`config.mk`:
```
export PLATFORM = sky130hd
export DESIGN_NAME = z80ram_arbiter_flat
export DESIGN_NICKNAME = d
export VERILOG_FILES = /design/src/rtl/z80ram_arbiter_if.sv /design/src/rtl/z80ram_arbiter.sv /design/src/flat_wrapper.sv
export SDC_FILE = /design/constraint.sdc
export NUM_CORES = 1
export LEC_CHECK = 0
export ABC_CLOCK_PERIOD_IN_PS = 3360
export CAP_MARGIN = 40
export CORE_ASPECT_RATIO = 0.8
export CORE_MARGIN = 2
export CORE_UTILIZATION = 48
export CTS_CLUSTER_SIZE = 30
export DETAILED_ROUTE_END_ITERATION = 6
export PLACE_DENSITY = 0.93
export SYNTH_ARGS = -nofsm -noshare
export SYNTH_HDL_FRONTEND = slang
export SYNTH_SLANG_ARGS = --single-unit
```
`constraint.sdc`:
```
create_clock -name CLK -period 3.36 [get_ports CLK]
set_input_delay 0.336 -clock CLK [delete_from_list [all_inputs] [get_ports CLK]]
set_output_delay 0.336 -clock CLK [all_outputs]
set_load 0.03 [all_outputs]
```
`src/rtl/z80ram_arbiter_if.sv`:
```
// z80ram_arbiter_if
// Bundles the two requester ports (Z80 and host) and the SRAM strobe/data
// pins of the work-RAM arbiter.
//   Z80_*  : level request, write flag, address, write data in; read data and
//            one-cycle ACK out.
//   HOST_* : same semantics as Z80_* for the host/loader port.
//   RAM_*  : SRAM address, read bus in, write data + drive enable out.
//   nCE/nOE/nWE : active-low SRAM strobes. BUSY : arbiter not idle.
// modport slave  : the arbiter's view.
// modport master : the requesters' and SRAM's view.
interface z80ram_arbiter_if;
  logic        Z80_REQ;
  logic        Z80_WR;
  logic [10:0] Z80_ADDR;
  logic [7:0]  Z80_WDATA;
  logic [7:0]  Z80_RDATA;
  logic        Z80_ACK;

  logic        HOST_REQ;
  logic        HOST_WR;
  logic [10:0] HOST_ADDR;
  logic [7:0]  HOST_WDATA;
  logic [7:0]  HOST_RDATA;
  logic        HOST_ACK;

  logic [10:0] RAM_ADDR;
  logic [7:0]  RAM_DIN;
  logic [7:0]  RAM_DOUT;
  logic        RAM_DOE;
  logic        nCE;
  logic        nOE;
  logic        nWE;
  logic        BUSY;

  modport slave (
    input  Z80_REQ, Z80_WR, Z80_ADDR, Z80_WDATA,
    output Z80_RDATA, Z80_ACK,
    input  HOST_REQ, HOST_WR, HOST_ADDR, HOST_WDATA,
    output HOST_RDATA, HOST_ACK,
    output RAM_ADDR, RAM_DOUT, RAM_DOE, nCE, nOE, nWE, BUSY,
    input  RAM_DIN
  );

  modport master (
    output Z80_REQ, Z80_WR, Z80_ADDR, Z80_WDATA,
    input  Z80_RDATA, Z80_ACK,
    output HOST_REQ, HOST_WR, HOST_ADDR, HOST_WDATA,
    input  HOST_RDATA, HOST_ACK,
    input  RAM_ADDR, RAM_DOUT, RAM_DOE, nCE, nOE, nWE, BUSY,
    output RAM_DIN
  );
endinterface

```
`src/rtl/z80ram_arbiter.sv`:
```
// z80ram_arbiter
// Shares a 2 KiB x 8 asynchronous SRAM between the Z80 bus interface and a
// host/loader port. Each granted request/ACK transaction is turned into a
// timed nCE/nOE/nWE strobe sequence; every output is registered.
// Ports:
//   CLK   : system clock, rising edge.
//   RESET : asynchronous, active-high; forces all strobes inactive at once.
//   bus   : z80ram_arbiter_if.slave (requester ports, SRAM pins, BUSY).
// Parameters:
//   RD_CYCLES : cycles nCE+nOE are held low for a read (>= 1).
//   WR_CYCLES : cycles nWE is held low for a write (>= 1).
module z80ram_arbiter #(
  parameter int RD_CYCLES = 3,
  parameter int WR_CYCLES = 2
) (
  input logic               CLK,
  input logic               RESET,
  z80ram_arbiter_if.slave   bus
);

  typedef enum logic [2:0] {
    IDLE     = 3'd0,
    RD       = 3'd1,
    WR_SETUP = 3'd2,
    WR_PULSE = 3'd3,
    WR_HOLD  = 3'd4,
    RECOVER  = 3'd5
  } state_t;

  localparam logic [7:0] RD_LOAD = 8'(RD_CYCLES - 1);
  localparam logic [7:0] WR_LOAD = 8'(WR_CYCLES - 1);

  state_t      state, state_nxt;
  logic [7:0]  cnt, cnt_nxt;
  logic        owner;      // 1 = host owns the current transaction
  logic        last_host;  // 1 = host was granted last (reset: Z80 wins ties)

  logic        grant;
  logic        grant_host;
  logic        sel_wr;
  logic [10:0] sel_addr;
  logic [7:0]  sel_wdata;
  logic        rd_done;

  assign rd_done = (state == RD) && (cnt == 8'd0);

  always_comb begin
    state_nxt  = state;
    cnt_nxt    = cnt;
    grant      = 1'b0;
    grant_host = 1'b0;

    case (state)
      IDLE: begin
        if (bus.Z80_REQ || bus.HOST_REQ) begin
          grant      = 1'b1;
          grant_host = bus.HOST_REQ && (!bus.Z80_REQ || !last_host);
        end
      end
      RD: begin
        if (cnt == 8'd0) state_nxt = RECOVER;
        else             cnt_nxt   = cnt - 8'd1;
      end
      WR_SETUP: begin
        state_nxt = WR_PULSE;
        cnt_nxt   = WR_LOAD;
      end
      WR_PULSE: begin
        if (cnt == 8'd0) state_nxt = WR_HOLD;
        else             cnt_nxt   = cnt - 8'd1;
      end
      WR_HOLD: state_nxt = RECOVER;
      RECOVER: begin
        state_nxt = IDLE;
        // The owner is still holding REQ during its ACK cycle, so only the
        // other requester may be granted straight from RECOVER. It is the
        // round-robin winner anyway, and this keeps the nCE-high gap at one
        // cycle under back-to-back contention.
        if (owner ? bus.Z80_REQ : bus.HOST_REQ) begin
          grant      = 1'b1;
          grant_host = !owner;
        end
      end
      default: state_nxt = IDLE;
    endcase

    sel_wr    = grant_host ? bus.HOST_WR    : bus.Z80_WR;
    sel_addr  = grant_host ? bus.HOST_ADDR  : bus.Z80_ADDR;
    sel_wdata = grant_host ? bus.HOST_WDATA : bus.Z80_WDATA;

    if (grant) begin
      state_nxt = sel_wr ? WR_SETUP : RD;
      cnt_nxt   = RD_LOAD;
    end
  end

  // Strobes, ACKs and BUSY are decoded from the next state so they are
  // registered yet line up with the state they belong to.
  always_ff @(posedge CLK or posedge RESET) begin
    if (RESET) begin
      state          <= IDLE;
      cnt            <= 8'd0;
      owner          <= 1'b0;
      last_host      <= 1'b1;
      bus.RAM_ADDR   <= 11'd0;
      bus.RAM_DOUT   <= 8'd0;
      bus.RAM_DOE    <= 1'b0;
      bus.nCE        <= 1'b1;
      bus.nOE        <= 1'b1;
      bus.nWE        <= 1'b1;
      bus.BUSY       <= 1'b0;
      bus.Z80_ACK    <= 1'b0;
      bus.HOST_ACK   <= 1'b0;
      bus.Z80_RDATA  <= 8'h00;
      bus.HOST_RDATA <= 8'h00;
    end else begin
      state <= state_nxt;
      cnt   <= cnt_nxt;

      if (grant) begin
        owner        <= grant_host;
        last_host    <= grant_host;
        bus.RAM_ADDR <= sel_addr;
        bus.RAM_DOUT <= sel_wdata;
      end

      if (rd_done) begin
        if (owner) bus.HOST_RDATA <= bus.RAM_DIN;
        else       bus.Z80_RDATA  <= bus.RAM_DIN;
      end

      bus.nCE      <= !(state_nxt inside {RD, WR_SETUP, WR_PULSE, WR_HOLD});
      bus.nOE      <= !(state_nxt == RD);
      bus.nWE      <= !(state_nxt == WR_PULSE);
      bus.RAM_DOE  <= state_nxt inside {WR_SETUP, WR_PULSE, WR_HOLD};
      bus.BUSY     <= (state_nxt != IDLE);
      // No grant happens on the way into RECOVER, so owner is current here.
      bus.Z80_ACK  <= (state_nxt == RECOVER) && !owner;
      bus.HOST_ACK <= (state_nxt == RECOVER) &&  owner;
    end
  end

endmodule

```
`src/flat_wrapper.sv`:
```
// flat-port wrapper written by rule: the top's interface ports become plain ports
module z80ram_arbiter_flat 
#(
  parameter int RD_CYCLES = 3,
  parameter int WR_CYCLES = 2
)
  (CLK, RESET, bus_Z80_REQ, bus_Z80_WR, bus_Z80_ADDR, bus_Z80_WDATA, bus_Z80_RDATA, bus_Z80_ACK, bus_HOST_REQ, bus_HOST_WR, bus_HOST_ADDR, bus_HOST_WDATA, bus_HOST_RDATA, bus_HOST_ACK, bus_RAM_ADDR, bus_RAM_DOUT, bus_RAM_DOE, bus_nCE, bus_nOE, bus_nWE, bus_BUSY, bus_RAM_DIN);
  z80ram_arbiter_if bus_i ();
  input logic CLK;
  input logic RESET;
  input wire logic [$bits(bus_i.Z80_REQ)-1:0] bus_Z80_REQ;
  input wire logic [$bits(bus_i.Z80_WR)-1:0] bus_Z80_WR;
  input wire logic [$bits(bus_i.Z80_ADDR)-1:0] bus_Z80_ADDR;
  input wire logic [$bits(bus_i.Z80_WDATA)-1:0] bus_Z80_WDATA;
  output wire logic [$bits(bus_i.Z80_RDATA)-1:0] bus_Z80_RDATA;
  output wire logic [$bits(bus_i.Z80_ACK)-1:0] bus_Z80_ACK;
  input wire logic [$bits(bus_i.HOST_REQ)-1:0] bus_HOST_REQ;
  input wire logic [$bits(bus_i.HOST_WR)-1:0] bus_HOST_WR;
  input wire logic [$bits(bus_i.HOST_ADDR)-1:0] bus_HOST_ADDR;
  input wire logic [$bits(bus_i.HOST_WDATA)-1:0] bus_HOST_WDATA;
  output wire logic [$bits(bus_i.HOST_RDATA)-1:0] bus_HOST_RDATA;
  output wire logic [$bits(bus_i.HOST_ACK)-1:0] bus_HOST_ACK;
  output wire logic [$bits(bus_i.RAM_ADDR)-1:0] bus_RAM_ADDR;
  output wire logic [$bits(bus_i.RAM_DOUT)-1:0] bus_RAM_DOUT;
  output wire logic [$bits(bus_i.RAM_DOE)-1:0] bus_RAM_DOE;
  output wire logic [$bits(bus_i.nCE)-1:0] bus_nCE;
  output wire logic [$bits(bus_i.nOE)-1:0] bus_nOE;
  output wire logic [$bits(bus_i.nWE)-1:0] bus_nWE;
  output wire logic [$bits(bus_i.BUSY)-1:0] bus_BUSY;
  input wire logic [$bits(bus_i.RAM_DIN)-1:0] bus_RAM_DIN;
  assign bus_i.Z80_REQ = bus_Z80_REQ;
  assign bus_i.Z80_WR = bus_Z80_WR;
  assign bus_i.Z80_ADDR = bus_Z80_ADDR;
  assign bus_i.Z80_WDATA = bus_Z80_WDATA;
  assign bus_Z80_RDATA = bus_i.Z80_RDATA;
  assign bus_Z80_ACK = bus_i.Z80_ACK;
  assign bus_i.HOST_REQ = bus_HOST_REQ;
  assign bus_i.HOST_WR = bus_HOST_WR;
  assign bus_i.HOST_ADDR = bus_HOST_ADDR;
  assign bus_i.HOST_WDATA = bus_HOST_WDATA;
  assign bus_HOST_RDATA = bus_i.HOST_RDATA;
  assign bus_HOST_ACK = bus_i.HOST_ACK;
  assign bus_RAM_ADDR = bus_i.RAM_ADDR;
  assign bus_RAM_DOUT = bus_i.RAM_DOUT;
  assign bus_RAM_DOE = bus_i.RAM_DOE;
  assign bus_nCE = bus_i.nCE;
  assign bus_nOE = bus_i.nOE;
  assign bus_nWE = bus_i.nWE;
  assign bus_BUSY = bus_i.BUSY;
  assign bus_i.RAM_DIN = bus_RAM_DIN;
  z80ram_arbiter #(.RD_CYCLES(RD_CYCLES), .WR_CYCLES(WR_CYCLES)) u_core (.CLK(CLK), .RESET(RESET), .bus(bus_i));
endmodule
```
==> metrics, run 1 <==
VDD IR-drop max 0.594 mV; wire per inst 17.2 um; HP Class input pin to asynchronous set/reset pin; Worst EP arrival 2.47 ns; FFs w/ async S/R, synth 100%; Mapped Area 2660 um^2; Post-synth EDFFs 0; initial antenna violation count 0; flops & latches, synth 55; Slew Limit Headroom 53.5%; dpl hpwl 4550 um; max incr delay on CP 0.63 ns; final clock skew 0.00732 ns; met1 Use GR 27.1%; GRT met2 Usage 36.2%; die height 70.6 um; final core occ 69.1%; Final Hold Violating Endpoints 0; worst reg2reg setup slack 1.10 ns; Max Buffers Root-to-Sink 2; share of the synthesized area in the top cell type 48.0%; Ys Warns 0; Design Area, Final 3730 um^2; top cells by area, synth dfrtp_1 (48%), mux2_2 (23%), dfstp_2 (4.0%); core area 5410 um^2; biggest area consumer among synthesized cells dfrtp_1; largest net degree at the start of global routing 41; post-route antenna net violation count 0; final slew viol count 0; layout cells sized above 1 26.4%; Hold WS 0.297 ns; First-pass DRT Iterations 4; depth of the CTS H-tree 2; global-route wire length before repair 10500 um; Diodes inserted 0; clock sinks 55; post-CTS setup buffers 0; Seq/Total Area, Yosys 52.0%; final setup vio count 0; status complete, no violations; Die Area 6150 um^2; fillcell total 355; Least-Margin Pin Slew 0.698 ns; Slowest-stage cell, CP o21ba_2; Final TNS setup 0 ns; number of global-route vias before repair 2149; Starting Density 49.2%; Mapped Nets 261; Starting DRT DRC Count 144; met3 Resource Use GR 6.42%; Die Wd 87.2 um; LEAKAGE 1.58 nW; post-CTS resize count 0; GRT Total Usage 21.7%; site row count 24; Layout area overhead 40.4%; busiest grt layer met2; critical path endpoint category flip-flop; synthesized area per cell 12.8 um^2; Post-Route WL 6270 um; Max Fclk 442 MHz; Final Cycle Share 67.4%; Distinct cells, synth 50; max-cap violations 0; crit path launch type flip-flop; cts hold-fix bufs 0; Mapped Cells 208; Crit Path Max Fanout 26; Cell Chain, Critical Path inv_1, a211oi_1, o21ba_2, mux2_2; clock root buffer clkbuf_8; CTS tree done; Crit Path Class flip-flop to flip-flop; Placed Instance Area 3620 um^2; most common library cells after synthesis mux2_2 (54), dfrtp_1 (51), nand2_1 (10); GP Congestion 0.813; Worst EP required 3.56 ns; DR vias/cell 5.50; most frequent cell after synthesis mux2_2; Via Count 2002; Worst-path clk slew 0.10 ns; worst skew pair latency 0.31 ns; CTS Buf Count 5; DRC Markers 0; RSZ-0062 raised after global routing false; IO Port Bufs 93; min Tclk post-route 2.26 ns; power density cells 944 nW/um^2; Most used DFF post-synth dfrtp_1; post-layout net count 351; I/O pin count 94; total grt overflow 0
-- path summary, 6_finish.rpt --
kind,start,end,cells past startpoint
worst min-delay path,RESET,u_core.bus.RAM_ADDR[2]$_DFFE_PP0N_,2
min in group CLK,u_core.last_host$_DFFE_PP1N_,u_core.last_host$_DFFE_PP1N_,2
max in group asynchronous,RESET,u_core.bus.nOE$_DFF_PP1_,3
worst max-delay path,u_core.state[2]$_DFF_PP0_,u_core.bus.RAM_ADDR[2]$_DFFE_PP0N_,4
worst max register to register,u_core.state[2]$_DFF_PP0_,u_core.bus.RAM_ADDR[2]$_DFFE_PP0N_,4
worst min register to register,u_core.last_host$_DFFE_PP1N_,u_core.last_host$_DFFE_PP1N_,2
-- per-stage QoR --
stage / std cells / setup WS, ns / power (W)
final: 364 / 1.10 / 0.00353
after global routing: 364 / 0.992 / 0.00373
after CTS: 364 / 1.12 / 0.00355
after detailed placement: 356 / 0.926 / 0.00308
after global placement: 355 / 0.995 / 0.00299
after floorplan: 208 / 1.55 / 0.00237
-- state kept, by name, indices dropped and copies added (netlist names) --
name and flops:
u_core.bus.Z80_ACK 1, u_core.bus.RAM_ADDR 11, u_core.bus.nOE 1, u_core.state 3, u_core.bus.nCE 1, u_core.owner 1, u_core.bus.BUSY 1, u_core.last_host 1
u_core.bus.nWE 1, u_core.bus.Z80_RDATA 8, u_core.cnt 8, u_core.bus.HOST_RDATA 8, u_core.bus.RAM_DOE 1, u_core.bus.HOST_ACK 1, u_core.bus.RAM_DOUT 8
-- critical path: cells and delay by family (launching register included) --
kind	cells	cell delay, ns
compound gates	2	0.91
buf+inv	1	0.22
flops	1	0.61
mux	1	0.41
-- cells by family (layout without fill, tap and decap cells) --
kind of cell | Yosys count | in the layout | synth area share [%]
mux | 56 | 56 | 23.6
compound gates | 34 | 34 | 9.60
xor+xnor | 1 | 1 | 0.329
flops | 55 | 55 | 52.0
fa+ha+maj | 1 | 1 | 0.471
simple gates | 43 | 43 | 10.1
buf+inv | 18 | 109 | 3.95
-- report_power, final --
group,total (W),internal (W),switching [W]
combinational,0.00184,0.000875,0.000966
clock,0.000459,0.000226,0.000232
sequential,0.00123,0.000985,0.000241
-- cell type report --
| class | count | area [um^2] | area share, % |
|---|---|---|---|
| repair buffers | 95 | 958 | 25.7 |
| multi-input cells | 135 | 1170 | 31.4 |
| clock buffers | 5 | 68.8 | 1.84 |
| clock inverters | 3 | 47.5 | 1.27 |
| well taps | 65 | 81.3 | 2.18 |
| inverters | 6 | 22.5 | 0.603 |
| flip-flops and latches | 55 | 1380 | 37.0 |
-- placed cells by master, fill, tap and decap left out, types with 2 or more instances in the layout --
| master | count |
|---|---|
| nand2b_1 | 7 |
| dfrtp_1 | 51 |
| clkdlybuf4s50_1 | 93 |
| mux2_2 | 54 |
| a31oi_1 | 2 |
| a21o_1 | 2 |
| nand2_1 | 10 |
| o21ai_0 | 4 |
| nor3_1 | 3 |
| a211oi_1 | 2 |
| dfstp_2 | 4 |
| nor2b_1 | 2 |
| a21oi_1 | 4 |
| mux2i_1 | 2 |
| o22ai_1 | 2 |
| nand3_1 | 4 |
| inv_1 | 5 |
| a31o_2 | 4 |
| clkbuf_8 | 5 |
| nor2_1 | 6 |
-- per-layer routing --
layer  vias up  part of all wire, %
li1        932                    -
met2        77                   49
met5         -                    0
met3        12                  8.0
met1       981                   41
met4         0                  2.1
(Power assumes the default switching activity.)
==> inputs of run 2 (changes only) <==
Settings changed: ABC_CLOCK_PERIOD_IN_PS 3360 to 2200, CORE_UTILIZATION 48 to 45, PLACE_DENSITY 0.93 to 0.88.
Clock period 3.36 ns to 2.2 ns, I/O delays scaled along.
==> run 2 against run 1 <==
  * Die area increased by 6.3%
  * Fmax is 17% higher
  * Critical endpoint is now u_core.cnt[6]$_DFFE_PP0P_
  * Largest power group unchanged
  * Clock skew is 0.00085 ns higher
  * Via count grew 2.0%
  * Setup slack worse by 0.84 ns
  * Critical path type unchanged
  * Sequential power up 50%
==> metrics, run 2 (synthesized netlist as in run 1, its figures left out) <==
status complete, no violations (unchanged); Crit Path Max Fanout 4 (was 26); path depth of the worst reg2reg path 6 (was 4); DRC Markers 0 (unchanged); GRT Total Usage 20.2% (was 21.7%); critical path endpoint category flip-flop (unchanged); final setup vio count 0 (unchanged); I/O pin count 94 (unchanged); post-CTS setup buffers 0 (unchanged); HP Class input pin to asynchronous set/reset pin (unchanged); R2R Path End u_core.cnt[6]$_DFFE_PP0P_ (was u_core.bus.RAM_ADDR[2]$_DFFE_PP0N_); IO Port Bufs 93 (unchanged); post-CTS resize count 0 (unchanged); Slowest-stage cell, CP or3b_1 (was o21ba_2); First-pass DRT Iterations 4 (unchanged); final slew viol count 0 (unchanged); site row count 25 (was 24); met1 Use GR 24.8% (was 27.1%); GP Congestion 0.807 (was 0.813); Worst EP required 2.41 ns (was 3.56 ns); number of global-route vias before repair 2198 (was 2149); cts hold-fix bufs 0 (unchanged); Worst R2R Start u_core.cnt[0]$_DFFE_PP0P_ (was u_core.state[2]$_DFF_PP0_); initial antenna violation count 0 (unchanged); total grt overflow 0 (unchanged); worst skew pair latency 0.31 ns (about the same); largest net degree at the start of global routing 39 (was 41); Worst Path Buf+Inv 1 (unchanged); depth of the CTS H-tree 2 (unchanged); clock root buffer clkbuf_8 (unchanged); CTS tree done (unchanged); commonest non-fill, non-tap cell in the layout clkdlybuf4s50_1 (unchanged); Least-Margin Pin Slew 0.622 ns (was 0.698 ns); min Tclk post-route 1.94 ns (was 2.26 ns); Starting DRT DRC Count 111 (was 144); RSZ-0062 raised after global routing false (unchanged); Crit Path Class flip-flop to flip-flop (unchanged); busiest grt layer met2 (unchanged); post-layout net count 359 (was 351); dpl hpwl 4670 um (was 4550 um); Starting Density 45.7% (was 49.2%); wire per inst 16.0 um (was 17.2 um); max-cap violations 0 (unchanged); Via Count 2042 (was 2002); post-route antenna net violation count 0 (unchanged); Worst EP arrival 2.16 ns (was 2.47 ns); Max Fclk 515 MHz (was 442 MHz); CTS Buf Count 5 (unchanged); fillcell total 429 (was 355); GRT met2 Usage 35.0% (was 36.2%); Design Area, Final 3860 um^2 (was 3730 um^2); Diodes inserted 0 (unchanged); met3 Resource Use GR 5.99% (was 6.42%); clock sinks 55 (unchanged); max incr delay on CP 0.43 ns (was 0.63 ns); worst reg2reg setup slack 0.26 ns (was 1.10 ns); top cell family by delay on the critical path compound AO/OA/AOI/OAI gates (unchanged); Final TNS setup 0 ns (unchanged); VDD IR-drop max 0.906 mV (was 0.594 mV); die height 72.8 um (was 70.6 um); global-route wire length before repair 10500 um (about the same); crit path launch type flip-flop (unchanged); most frequent cells in the layout clkdlybuf4s50_1 (93), mux2_2 (54), dfrtp_1 (51) (unchanged); layout cells sized above 1 28.3% (was 26.4%); Max Buffers Root-to-Sink 2 (unchanged); area occupied by multi-input gates 1170 um^2 (unchanged); Post-Route WL 6210 um (was 6270 um); Cell Chain, Critical Path inv_1, ha_1, or3b_1, o311a_1, a41o_1, a31o_2 (was inv_1, a211oi_1, o21ba_2, mux2_2); LEAKAGE 1.64 nW (was 1.58 nW); Final Hold Violating Endpoints 0 (unchanged); Final Cycle Share 88.3% (was 67.4%); power consumption 0.00558 W (was 0.00353 W); Layout area overhead 45.2% (was 40.4%); final clock skew 0.00817 ns (was 0.00732 ns); Die Wd 89.9 um (was 87.2 um); power density cells 1440 nW/um^2 (was 944 nW/um^2); Most flops, register u_core.bus.RAM_ADDR (unchanged); Worst-path clk slew 0.11 ns (was 0.10 ns); max reg flops 11 (unchanged); Slew Limit Headroom 58.4% (was 53.5%); register area 1380 um^2 (unchanged); DR vias/cell 5.26 (was 5.50); CP startpoint u_core.cnt[0]$_DFFE_PP0P_ (was u_core.state[2]$_DFF_PP0_); Placed Instance Area 3720 um^2 (was 3620 um^2); core area 5820 um^2 (was 5410 um^2); Die Area 6540 um^2 (was 6150 um^2)
==> run 2: layout make-up <==
class / count / share of cell area (%)
Sequential cell: 55 / 35.8
Multi-Input combinational cell: 135 / 30.4
Timing Repair Buffer: 103 / 27.0
Tap cell: 81 / 2.62
Clock inverter: 3 / 1.85
Clock buffer: 5 / 1.78
Inverter: 6 / 0.583
==> run 2: layer usage <==
metal | up-vias | share of wire (%) | wire (um)
li1 | 949 | - | -
met1 | 991 | 42 | 2610
met2 | 87 | 48 | 2990
met3 | 15 | 8.0 | 498
met4 | 0 | 1.7 | 108
met5 | - | 0 | 0
==> run 2: worst reg2reg max path: cells and delay by family (launching register included) <==
kind,cells,cell delay [ns]
adder cells (fa/ha/maj),1,0.20
buffers and inverters,1,0.09
AND/OR/NAND/NOR,1,0.43
flip-flops,1,0.42
AO/OA/AOI/OAI,3,0.72
==> run 2: worst max-delay path by stage <==
stage               cells past startpoint  slack (ns)                                 end
floorplan                               6        0.39           u_core.cnt[6]$_DFFE_PP0P_
global placement                        6        0.27  u_core.bus.RAM_ADDR[2]$_DFFE_PP0N_
detailed placement                      6        0.20  u_core.bus.RAM_ADDR[1]$_DFFE_PP0N_
CTS                                     6        0.26           u_core.cnt[6]$_DFFE_PP0P_
global route                            5        0.14  u_core.bus.RAM_ADDR[1]$_DFFE_PP0N_
finish                                  6        0.26           u_core.cnt[6]$_DFFE_PP0P_
==> run 2: power by group <==
group          total [W]  switching [W]  internal (W)
Combinational    0.00291        0.00151       0.00141
Sequential       0.00185       0.000346       0.00151
Clock           0.000812       0.000350      0.000462
==> run 2: through the flow <==
step / hold slack (ns) / cells / setup WS (ns) / utilization (%)
finish: 0.217 / 388 / 0.257 / 66.4
detailed placement: 0.493 / 380 / 0.197 / 64.0
CTS: 0.215 / 388 / 0.260 / 66.4
global placement: 0.480 / 380 / 0.270 / 64.0
global route: 0.238 / 388 / 0.139 / 66.4
floorplan: 0.370 / 208 / 0.391 / -
